### config.mk
export PLATFORM = sky130hd
export DESIGN_NAME = shift_sequencer
export DESIGN_NICKNAME = d
export VERILOG_FILES = /design/src/rtl/shift_seq_pkg.sv /design/src/rtl/shift_seq_cnt.sv /design/src/rtl/shift_sequencer.sv
export SDC_FILE = /design/constraint.sdc
export NUM_CORES = 1
export LEC_CHECK = 0
export BUFFER_PORTS_ARGS = -buffer_cell sky130_fd_sc_hd__clkbuf_2
export CORE_MARGIN = 3
export CORE_UTILIZATION = 35
export CTS_BUF_LIST = sky130_fd_sc_hd__clkbuf_16
export DETAILED_ROUTE_END_ITERATION = 16
export PLACE_DENSITY = 0.59
export SYNTH_ARGS = -nofsm -noshare
export SYNTH_HDL_FRONTEND = slang
export SYNTH_SLANG_ARGS = --single-unit
### constraint.sdc
create_clock -name clk -period 2.2 [get_ports clk]
set_input_delay 0.11 -clock clk [delete_from_list [all_inputs] [get_ports clk]]
set_output_delay 0.11 -clock clk [all_outputs]
set_load 0.01 [all_outputs]
### src/rtl/shift_seq_pkg.sv
// Shared types and constants for the shift-register control sequencer.
package shift_seq_pkg;

   typedef enum logic [1:0] {
      ST_IDLE  = 2'd0,
      ST_PREP  = 2'd1,
      ST_SHIFT = 2'd2,
      ST_DONE  = 2'd3
   } shift_seq_state_t;

   localparam logic MODE_SER = 1'b0;
   localparam logic MODE_DES = 1'b1;

   localparam logic DIR_L = 1'b0;
   localparam logic DIR_R = 1'b1;

endpackage

### src/rtl/shift_seq_cnt.sv
// Loadable down-counter holding the number of shifts still to issue.
module shift_seq_cnt #(
   parameter int N  = 16,
   parameter int CW = $clog2(N + 1)
) (
   input  logic          clk,
   input  logic          clr,
   input  logic          load,
   input  logic [CW-1:0] load_val,
   input  logic          dec,
   output logic [CW-1:0] cnt,
   output logic          is_one
);

   logic [CW-1:0] cnt_q, cnt_d;
   logic [CW-1:0] load_sat;

   always_comb begin
      // Requests longer than the register are clipped to its width.
      load_sat = (load_val > CW'(N)) ? CW'(N) : load_val;
      cnt_d    = cnt_q;
      if (clr)
         cnt_d = '0;
      else if (load)
         cnt_d = load_sat;
      else if (dec && (cnt_q != '0))
         cnt_d = cnt_q - CW'(1);
   end

   always_ff @(posedge clk) begin
      cnt_q <= cnt_d;
   end

   assign cnt    = cnt_q;
   assign is_one = (cnt_q == CW'(1));

endmodule

### src/rtl/shift_sequencer.sv
// Drives load/clear/shift controls of an N-bit shift register for a programmed shift count.
module shift_sequencer
   import shift_seq_pkg::*;
#(
   parameter int N  = 16,
   parameter int CW = $clog2(N + 1)
) (
   input  logic          clk,
   input  logic          clear,
   input  logic          start,
   input  logic          mode,
   input  logic          dir,
   input  logic [CW-1:0] count,
   input  logic          fill,
   input  logic          ser_in,
   input  logic          ser_valid,
   input  logic          abort,
   output logic          reg_load,
   output logic          reg_clear,
   output logic          reg_shiftL,
   output logic          reg_shiftR,
   output logic          reg_shiftin,
   output logic          busy,
   output logic          done,
   output logic [CW-1:0] bits_left
);

   shift_seq_state_t state_q, state_d;
   logic             mode_q, mode_d;
   logic             dir_q, dir_d;
   logic             fill_q, fill_d;
   logic             busy_q, busy_d;
   logic             done_q, done_d;

   logic             shift_issue;
   logic             cnt_load;
   logic             cnt_clr;
   logic             cnt_is_one;
   logic [CW-1:0]    cnt_val;

   shift_seq_cnt #(
      .N  (N),
      .CW (CW)
   ) u_cnt (
      .clk      (clk),
      .clr      (cnt_clr),
      .load     (cnt_load),
      .load_val (count),
      .dec      (shift_issue),
      .cnt      (cnt_val),
      .is_one   (cnt_is_one)
   );

   always_ff @(posedge clk) begin
      if (clear) begin
         state_q <= ST_IDLE;
         mode_q  <= MODE_SER;
         dir_q   <= DIR_L;
         fill_q  <= 1'b0;
         busy_q  <= 1'b0;
         done_q  <= 1'b0;
      end else begin
         state_q <= state_d;
         mode_q  <= mode_d;
         dir_q   <= dir_d;
         fill_q  <= fill_d;
         busy_q  <= busy_d;
         done_q  <= done_d;
      end
   end

   always_comb begin
      state_d  = state_q;
      mode_d   = mode_q;
      dir_d    = dir_q;
      fill_d   = fill_q;
      cnt_load = 1'b0;
      cnt_clr  = clear;
      case (state_q)
         ST_IDLE: begin
            if (start) begin
               state_d  = ST_PREP;
               mode_d   = mode;
               dir_d    = dir;
               fill_d   = fill;
               cnt_load = 1'b1;
            end
         end
         ST_PREP: begin
            if (abort) begin
               state_d = ST_IDLE;
               cnt_clr = 1'b1;
            end else if (cnt_val != '0) begin
               state_d = ST_SHIFT;
            end else begin
               state_d = ST_DONE;
            end
         end
         ST_SHIFT: begin
            if (abort) begin
               state_d = ST_IDLE;
               cnt_clr = 1'b1;
            end else if (shift_issue && cnt_is_one) begin
               state_d = ST_DONE;
            end
         end
         ST_DONE: state_d = ST_IDLE;
         default: state_d = ST_IDLE;
      endcase
      // Status flags are registered copies of the next-state decode.
      busy_d = (state_d != ST_IDLE);
      done_d = (state_d == ST_DONE);
   end

   always_comb begin
      reg_load    = 1'b0;
      reg_clear   = 1'b0;
      reg_shiftL  = 1'b0;
      reg_shiftR  = 1'b0;
      reg_shiftin = 1'b0;
      case (state_q)
         ST_PREP: begin
            if (mode_q == MODE_SER)
               reg_load = 1'b1;
            else
               reg_clear = 1'b1;
         end
         ST_SHIFT: begin
            if (mode_q == MODE_SER) begin
               if (dir_q == DIR_L) begin
                  reg_shiftL  = 1'b1;
                  reg_shiftin = fill_q;
               end else begin
                  reg_shiftR  = 1'b1;
               end
            end else begin
               reg_shiftL  = ser_valid;
               reg_shiftin = ser_in;
            end
         end
         default: ;
      endcase
      shift_issue = reg_shiftL | reg_shiftR;
   end

   assign busy      = busy_q;
   assign done      = done_q;
   assign bits_left = cnt_val;

endmodule

---- After elaboration in Yosys (flattened, before gate mapping) ----
Index checks and enable logic that the tools add are counted.
operators by class
  equality and inequality tests ........... 5
  $lt $le $gt $ge ......................... 1
  mux-type cells .......................... 26
  reductions and logical operators ........ 8
  bitwise operators ....................... 1
  add/subtract/negate cells ............... 1
operators by type and width
  kind                 count
  $mux 1               18
  $mux 5               3
  $mux 2               4
  $pmux 2 s4           1
  $eq 2x2->1 const B   3
  $eq 5x1->1 const B   1
  $gt 5x5->1 const B   1
  $reduce_bool 5->1    1
  $sub 5x1->5 const B  1
  $reduce_bool 2->1    2
  $eq 2x1->1 const B   1
  $logic_and 1x1->1    2
  $logic_not 2->1      1
  $reduce_and 2->1     1
  $reduce_or 2->1      1
  $or 1x1->1           1
storage, ports and cells
  output and inout bits ................... 12
  bits in registers ....................... 12

---- Depth between registers and ports, before layout ----
Gate-level depths: netlist of the first run.
  depth after elaboration ................. 9
  depth in mapped cells ................... 6
  mapped depth without buffers ............ 6

---- Cells and area by module ----
A second synthesis of the first run with hierarchy kept.
unflattened totals
  cell total of the unflattened synthesis .. 88
  area, all modules ....................... 775.7 µm²
modules (own cells, without submodules)
  module           area each (µm²)  seq. area each (µm²)  instances  cells each
  shift_sequencer  437.9            140.1                 1          52
  shift_seq_cnt    337.8            100.1                 1          36

---- Worst setup path after synthesis of the first run ----
No wires, ideal clock.
  path kind ............................... reg2reg
  start point ............................. reg u_cnt.cnt_q[0] (netlist: u_cnt.cnt[0])
  end point ............................... reg u_cnt.cnt_q[1] (netlist: u_cnt.cnt[1])
  path slack .............................. 521 ps
  cell stages (with the launch flop) ...... 7
  required time ........................... 2,131 ps
  period minus slack after synthesis ...... 1,679 ps
  arrival time ............................ 1,611 ps
  path through ............................ dfxtp_1 inv_1 ha_1 or4b_4 nand3_1 mux2_1 o21ai_1
between the ends
  word-level cells in the longest chain between the ends .. 3
RTL lines
  element                                           line                                      RTL
  start: declaration                                shift_seq_cnt.sv:15                       logic [CW-1:0] cnt_q, cnt_d;
  start signal: assignment                          shift_seq_cnt.sv:31                       cnt_q <= cnt_d;
  $sub 5x1->5 or $reduce_bool 5->1 (tied branches)  shift_seq_cnt.sv:27, shift_seq_cnt.sv:26
  $mux 5 or $logic_and 1x1->1 (tied branches)       shift_seq_cnt.sv:26                       else if (dec && (cnt_q != '0))
  $mux 5 or $reduce_bool 2->1 (tied branches)       --
Several ways; a longest one is shown, not always the timed one. The select of a mux whose other input is x is not followed.
A chain may end at the register's enable or synchronous reset.

---- Worst setup path in the final report of the first run ----
Same ends and word-level chain as after synthesis.

==> summary.txt, run 1 <==
Power and ir drop
  • Total power density per cell area: 724 nW/um2
  • Cell leakage power: 0.412 nW
  • Overall power consumption: 0.694 mW
  • Maximum vdd ir drop: 523 uV

Placed design
  • Buffers added on ports: 25
  • Dpl hpwl: 1280 um
  • Placer congestion estimate: 0.740
  • Cell count after placement: 136
  • Placed cell area: 883 um2

Worst setup path
  • Worst setup slack for register-to-register paths: 0.45 ns
  • Capturing point of the worst reg2reg path: u_cnt.cnt[1]
  • Data arrival time of the worst path: 1.91 ns
  • Critical path startpoint category: register
  • Worst r2r src: u_cnt.cnt[0]
  • Category of the most critical setup path: reg2reg
  • Critical Path Fanout Max: 5
  • Worst path required time: 2.37 ns
  • R2R cell count: 6
  • Setup crit end kind: register

Yosys
  • Main combinational cell family by area after synthesis: simple AND/OR/NAND/NOR gates
  • Count of cell types in the netlist: 29
  • Syn_nets: 109
  • Xor/xnor share of the synthesized area: 4.77%
  • Mapped Cells: 88
  • Share of the synthesized area in compound gates (AO/OA/AOI/OAI): 15.2%
  • Multiplexer area fraction after synthesis: 1.53%
  • FF+latch count, synth: 12
  • Post-synthesis share of cell area spent on and, or, nand and nor gates: 29.8%
  • Sequential element share of the synthesized area: 32.7%
  • Post-synthesis cell area: 734 um2
  • Average footprint of a synthesized cell: 8.35 um2
  • Post-synthesis adder-cell area fraction: 11.9%
  • Yosys warning count: 0

Clock network
  • Clock input transition at the sequential cells of the worst setup and hold paths: 0.04 ns
  • TritonCTS clock tree: yes
  • Inserted Clock Buffers: 3
  • CTS Hold Bufs: 0
  • Number of gates given a new drive strength after cts: 0
  • CTS sink cnt: 12
  • Buffers from clock root to sink, at most: 2
  • Post-CTS Setup Bufs: 0
  • Number of levels the H-tree was split into: 1
  • Clock insertion delay at the later pin of the skew report: 0.24 ns
  • Root Buffer Master: sky130_fd_sc_hd__clkbuf_16

Job
  • Max cap viols: 0

Finish
  • Leading cell type in the layout, fill and taps excluded: sky130_fd_sc_hd__clkbuf_2
  • Number of fill cells in the layout: 185
  • Layout overhead on the synthesized area: 30.5%
  • Final design instance area without fill: 958 um2
  • ANT cells: 0
  • Count of non-filler cells in the finished layout: 139
  • Footprint of the multi-input gates: 464 um2
  • Layout cells sized above 1: 26.3%
  • FF+latch area: 240 um2
  • Most used cells in the layout excluding fill and tap cells: 25 x sky130_fd_sc_hd__clkbuf_2, 12 x sky130_fd_sc_hd__dfxtp_1, 9 x sky130_fd_sc_hd__a21oi_1
  • Net count, final: 137

Global routing
  • Number of global-route vias before repair: 668
  • Pin count of the biggest net entering global routing: 12
  • Total global routing track utilization: 14.6%
  • Grt total ovfl: 0
  • Wire length of the first global-routing pass: 2960 um
  • Number of antenna violations at the first check in global routing: 0

Floorplanning
  • DIE WIDTH: 51.8 um
  • Core footprint: 1860 um2
  • Initial Utilization: 39.5%
  • Number of placement rows: 15
  • DIE HEIGHT: 51.8 um
  • Number of I/O pins: 26
  • DIE AREA: 2680 um2

STA
  • Actual slew at the worst max-slew pin: 0.407 ns
  • Final worst hold slack: 0.0803 ns
  • Count of final max-slew check failures: 0
  • Total setup violations reported at the end of the flow: 0
  • Period Utilization, post-route: 79.4%
  • Final Hold Viols: 0
  • Relative slew slack: 72.5%
  • Setup repair after global routing missed its margin: false
  • Timing-limited maximum frequency: 573 MHz
  • Post-Route Setup TNS: 0 ns
  • Max Clock Skew: 0.00279 ns
  • Post-layout min period: 1.75 ns

Route
  • Routed Antenna Nets: 0
  • Wire length after detailed routing: 1600 um
  • Number of violations reported at the end of detailed-routing iteration 0: 4
  • Number of optimization iterations in the first detailed-route pass: 5
  • Number of vias per cell after detailed routing: 5.06
  • DRC viols: 0
  • Routed length per placed instance: 11.5 um
  • Routed via count: 704

Hold path
  • Classification of the worst-slack hold path: in2reg
  • Hold path cells: 3
  • Hold Path End: u_cnt.cnt[3]
  • Startpoint of the tightest hold check path: count[3]

Outcome
  • Result of the run: finished clean
## flip-flops by register name (all words and copies together), names as in the netlist
name       cells
fill_q         1
busy           1
mode_q         1
dir_q          1
done           1
state_q        2
u_cnt.cnt      5
## kinds of logic after synthesis
kind of cell / count (synthesis)
xor+xnor: 4
flops: 12
buf+inv: 8
mux: 1
simple gates: 37
fa+ha+maj: 7
compound gates: 19
## power breakdown
group	internal, mW	leakage, nW	switching, mW
sequential	0.234	0.0984	0.0154
combinational	0.0591	0.277	0.0643
clock	0.236	0.0370	0.0852
## critical path, stage by stage, from the launching register on
cell	delay (ns)
sky130_fd_sc_hd__dfxtp_1	0.33
sky130_fd_sc_hd__inv_1	0.11
sky130_fd_sc_hd__ha_1	0.16
sky130_fd_sc_hd__or4b_4	0.49
sky130_fd_sc_hd__nand3_1	0.15
sky130_fd_sc_hd__mux2_1	0.33
sky130_fd_sc_hd__o21ai_1	0.11
## layout make-up
cell class,count,share of cell area [%]
timing repair buffer,25,13.1
multi-input combinational,68,48.4
clock buffer,3,7.83
inverter,6,2.35
tap,25,3.26
sequential,12,25.1
## worst max path at each step
stage	startpoint	endpoint	slack (ns)	depth (start not counted)
after floorplan	u_cnt.cnt[0]	u_cnt.cnt[1]	0.52	6
after global placement	u_cnt.cnt[0]	u_cnt.cnt[1]	0.52	6
after detailed placement	u_cnt.cnt[0]	u_cnt.cnt[1]	0.47	6
after CTS	u_cnt.cnt[0]	u_cnt.cnt[1]	0.44	6
after global routing	state_q[0]	u_cnt.cnt[3]	0.30	6
final	u_cnt.cnt[0]	u_cnt.cnt[1]	0.45	6
## metrics by stage
step	util, %	setup WS [ns]
2_1_floorplan	-	0.521
4_1_cts	51.6	0.441
5_1_grt	51.6	0.298
3_5_place_dp	47.5	0.472
3_3_place_gp	47.5	0.515
6_report	51.6	0.454
## synthesized netlist by cell type, drive strengths merged
master	count	area share, %
dfxtp	12	33
a21oi	9	6.1
nand2	8	4.1
ha	7	12
inv	6	3.1
nor2b	6	5.1
o21ai	5	3.4
nand3	4	2.7
nand4	4	3.4
nor2	3	1.5
nor3b	3	3.1
xor2	3	3.6
clkbuf	2	1.0
nand2b	2	2.7
nor3	2	1.4
a311oi	1	1.2
a31oi	1	0.85
a32o	1	1.4
and2	1	0.85
and3	1	0.85
mux2	1	1.5
nand3b	1	1.0
nor4b	1	1.2
o21bai	1	1.0
o31a	1	1.2
or4b	1	1.9
xnor2	1	1.2
## layer usage
| metal | global-route usage, % | wire, um | part of all wire [%] | up-vias |
|---|---|---|---|---|
| li1 | - | - | - | 366 |
| met1 | 18.0 | 723 | 45 | 311 |
| met2 | 24.6 | 748 | 47 | 22 |
| met3 | 2.58 | 95 | 5.9 | 5 |
| met4 | 6.55 | 36 | 2.2 | 0 |
| met5 | 0 | 0 | 0 | - |
(Power assumes the default switching activity.)
==> inputs of run 2 (changes only) <==
- clock period: 2.2 -> 1.8 ns (I/O delays scaled with it)
==> summary.txt, run 2 (synthesis gave the netlist of run 1 again) <==
Clock network
  • Number of gates given a new drive strength after cts: 0 (unchanged)
  • Clock input transition at the sequential cells of the worst setup and hold paths: 0.04 ns (about the same)
  • CTS sink cnt: 12 (unchanged)
  • CTS Hold Bufs: 0 (unchanged)
  • Number of levels the H-tree was split into: 1 (unchanged)
  • Post-CTS Setup Bufs: 0 (unchanged)
  • Clock insertion delay at the later pin of the skew report: 0.23 ns (about the same)
  • TritonCTS clock tree: yes
  • Buffers from clock root to sink, at most: 2 (unchanged)
  • Inserted Clock Buffers: 3 (unchanged)
  • Root Buffer Master: sky130_fd_sc_hd__clkbuf_16

Worst setup path
  • Critical path startpoint category: register
  • Data arrival time of the worst path: 1.85 ns (-0.06 ns)
  • Worst path required time: 1.97 ns (-0.40 ns)
  • Setup crit end kind: register
  • Critical Path Fanout Max: 5 (unchanged)
  • Category of the most critical setup path: reg2reg

STA
  • Post-Route Setup TNS: 0 ns (unchanged)
  • Relative slew slack: 72.6% (+0.14 points)
  • Timing-limited maximum frequency: 596 MHz (+4.0%)
  • Count of final max-slew check failures: 0 (unchanged)
  • Total setup violations reported at the end of the flow: 0 (unchanged)
  • Period Utilization, post-route: 93.3% (+14 points)
  • Post-layout min period: 1.68 ns (-0.0671 ns)
  • Setup repair after global routing missed its margin: false
  • Actual slew at the worst max-slew pin: 0.405 ns (-0.00204 ns)
  • Final Hold Viols: 0 (unchanged)
  • Max Clock Skew: 0.00194 ns (-0.000849 ns)

Global routing
  • Pin count of the biggest net entering global routing: 11 (-1)
  • Number of global-route vias before repair: 713 (+6.7%)
  • Wire length of the first global-routing pass: 3000 um (+1.4%)
  • Grt total ovfl: 0 (unchanged)
  • Total global routing track utilization: 14.4% (-0.21 points)
  • Number of antenna violations at the first check in global routing: 0 (unchanged)

Route
  • Number of violations reported at the end of detailed-routing iteration 0: 9 (+5)
  • Routed via count: 707 (+0.43%)
  • Wire length after detailed routing: 1670 um (+4.2%)
  • Number of vias per cell after detailed routing: 4.94 (-2.4%)
  • DRC viols: 0 (unchanged)
  • Routed Antenna Nets: 0 (unchanged)
  • Routed length per placed instance: 11.7 um (+1.3%)
  • Number of optimization iterations in the first detailed-route pass: 4 (-1)

Floorplanning
  • DIE HEIGHT: 51.8 um (unchanged)
  • Number of I/O pins: 26 (unchanged)
  • DIE WIDTH: 51.8 um (unchanged)
  • DIE AREA: 2680 um2 (unchanged)
  • Initial Utilization: 39.5% (unchanged)
  • Core footprint: 1860 um2 (unchanged)
  • Number of placement rows: 15 (unchanged)

Placed design
  • Placer congestion estimate: 0.734 (-0.91%)
  • Cell count after placement: 139 (+2.2%)
  • Placed cell area: 906 um2 (+2.5%)
  • Buffers added on ports: 25 (unchanged)
  • Dpl hpwl: 1350 um (+5.5%)

Power and ir drop
  • Overall power consumption: 0.864 mW (+25%)
  • Cell leakage power: 0.430 nW (+4.3%)
  • Total power density per cell area: 865 nW/um2 (+20%)
  • Maximum vdd ir drop: 587 uV (+12%)

Finish
  • Most used cells in the layout excluding fill and tap cells: 25 x sky130_fd_sc_hd__clkbuf_2, 11 x sky130_fd_sc_hd__dfxtp_1, 9 x sky130_fd_sc_hd__a21oi_1
  • Final design instance area without fill: 998 um2 (+4.2%)
  • Count of non-filler cells in the finished layout: 143 (+2.9%)
  • Net count, final: 140 (+2.2%)
  • Leading cell type in the layout, fill and taps excluded: sky130_fd_sc_hd__clkbuf_2
  • Max FFs per register: 5 (unchanged)
  • Layout cells sized above 1: 31.4% (+5.0 points)
  • ANT cells: 0 (unchanged)
  • Layout overhead on the synthesized area: 35.9%

Outcome
  • Result of the run: finished clean

Hold path
  • Classification of the worst-slack hold path: in2reg

Job
  • Max cap viols: 0 (unchanged)
==> run 2: cell types whose count changed in the layout (fill, tap and decap cells not counted), sizes merged <==
| cell | change |
|---|---|
| buf | +3 |
| clkinv | +1 |
==> run 2: layer usage <==
metal,global-route usage (%),up-vias,part of all wire (%)
met1,17.4,309,47
li1,-,373,-
met4,5.68,0,0.84
met5,0,-,0
met2,24.6,23,47
met3,3.15,2,5.1
==> run 2: power by group <==
part           total (mW)  internal, mW  switching (mW)
clock               0.396         0.291           0.104
sequential          0.306         0.286          0.0194
combinational       0.162        0.0777          0.0846
total               0.864         0.655           0.208
==> run 2: layout make-up <==
class / instances / area, um2
inverters: 6 / 22.5
fillers: 206 / 860
clock buffers: 3 / 75.1
flip-flops and latches: 12 / 241
repair buffers: 28 / 148
multi-input cells: 68 / 477
well taps: 25 / 31.3
clock inverters: 1 / 3.75
==> run 2: worst max-delay path, stage by stage, from the launching register on <==
cell,delay (ns)
sky130_fd_sc_hd__dfxtp_2,0.33
sky130_fd_sc_hd__inv_2,0.07
sky130_fd_sc_hd__ha_1,0.15
sky130_fd_sc_hd__or4b_4,0.51
sky130_fd_sc_hd__nand3_4,0.12
sky130_fd_sc_hd__mux2_1,0.32
sky130_fd_sc_hd__o21ai_1,0.11
==> run 2: worst paths after layout <==
check / startpoint / endpoint / slack (ns) / depth (start not counted)
worst max-delay path: u_cnt.cnt[0] / u_cnt.cnt[1] / 0.12 / 6
worst min-delay path: count[3] / u_cnt.cnt[3] / 0.06 / 3
worst max register to register: u_cnt.cnt[0] / u_cnt.cnt[1] / 0.12 / 6
worst min register to register: fill_q / fill_q / 0.46 / 2
==> run 2: through the flow <==
step | setup slack [ns] | util [%] | hold slack, ns
finish | 0.121 | 53.7 | 0.0586
global route | 0.0119 | 53.7 | 0.0813
CTS | 0.0122 | 53.0 | 0.0564
detailed placement | 0.0460 | 48.8 | 0.300
global placement | 0.115 | 48.8 | 0.294
floorplan | 0.121 | - | 0.159
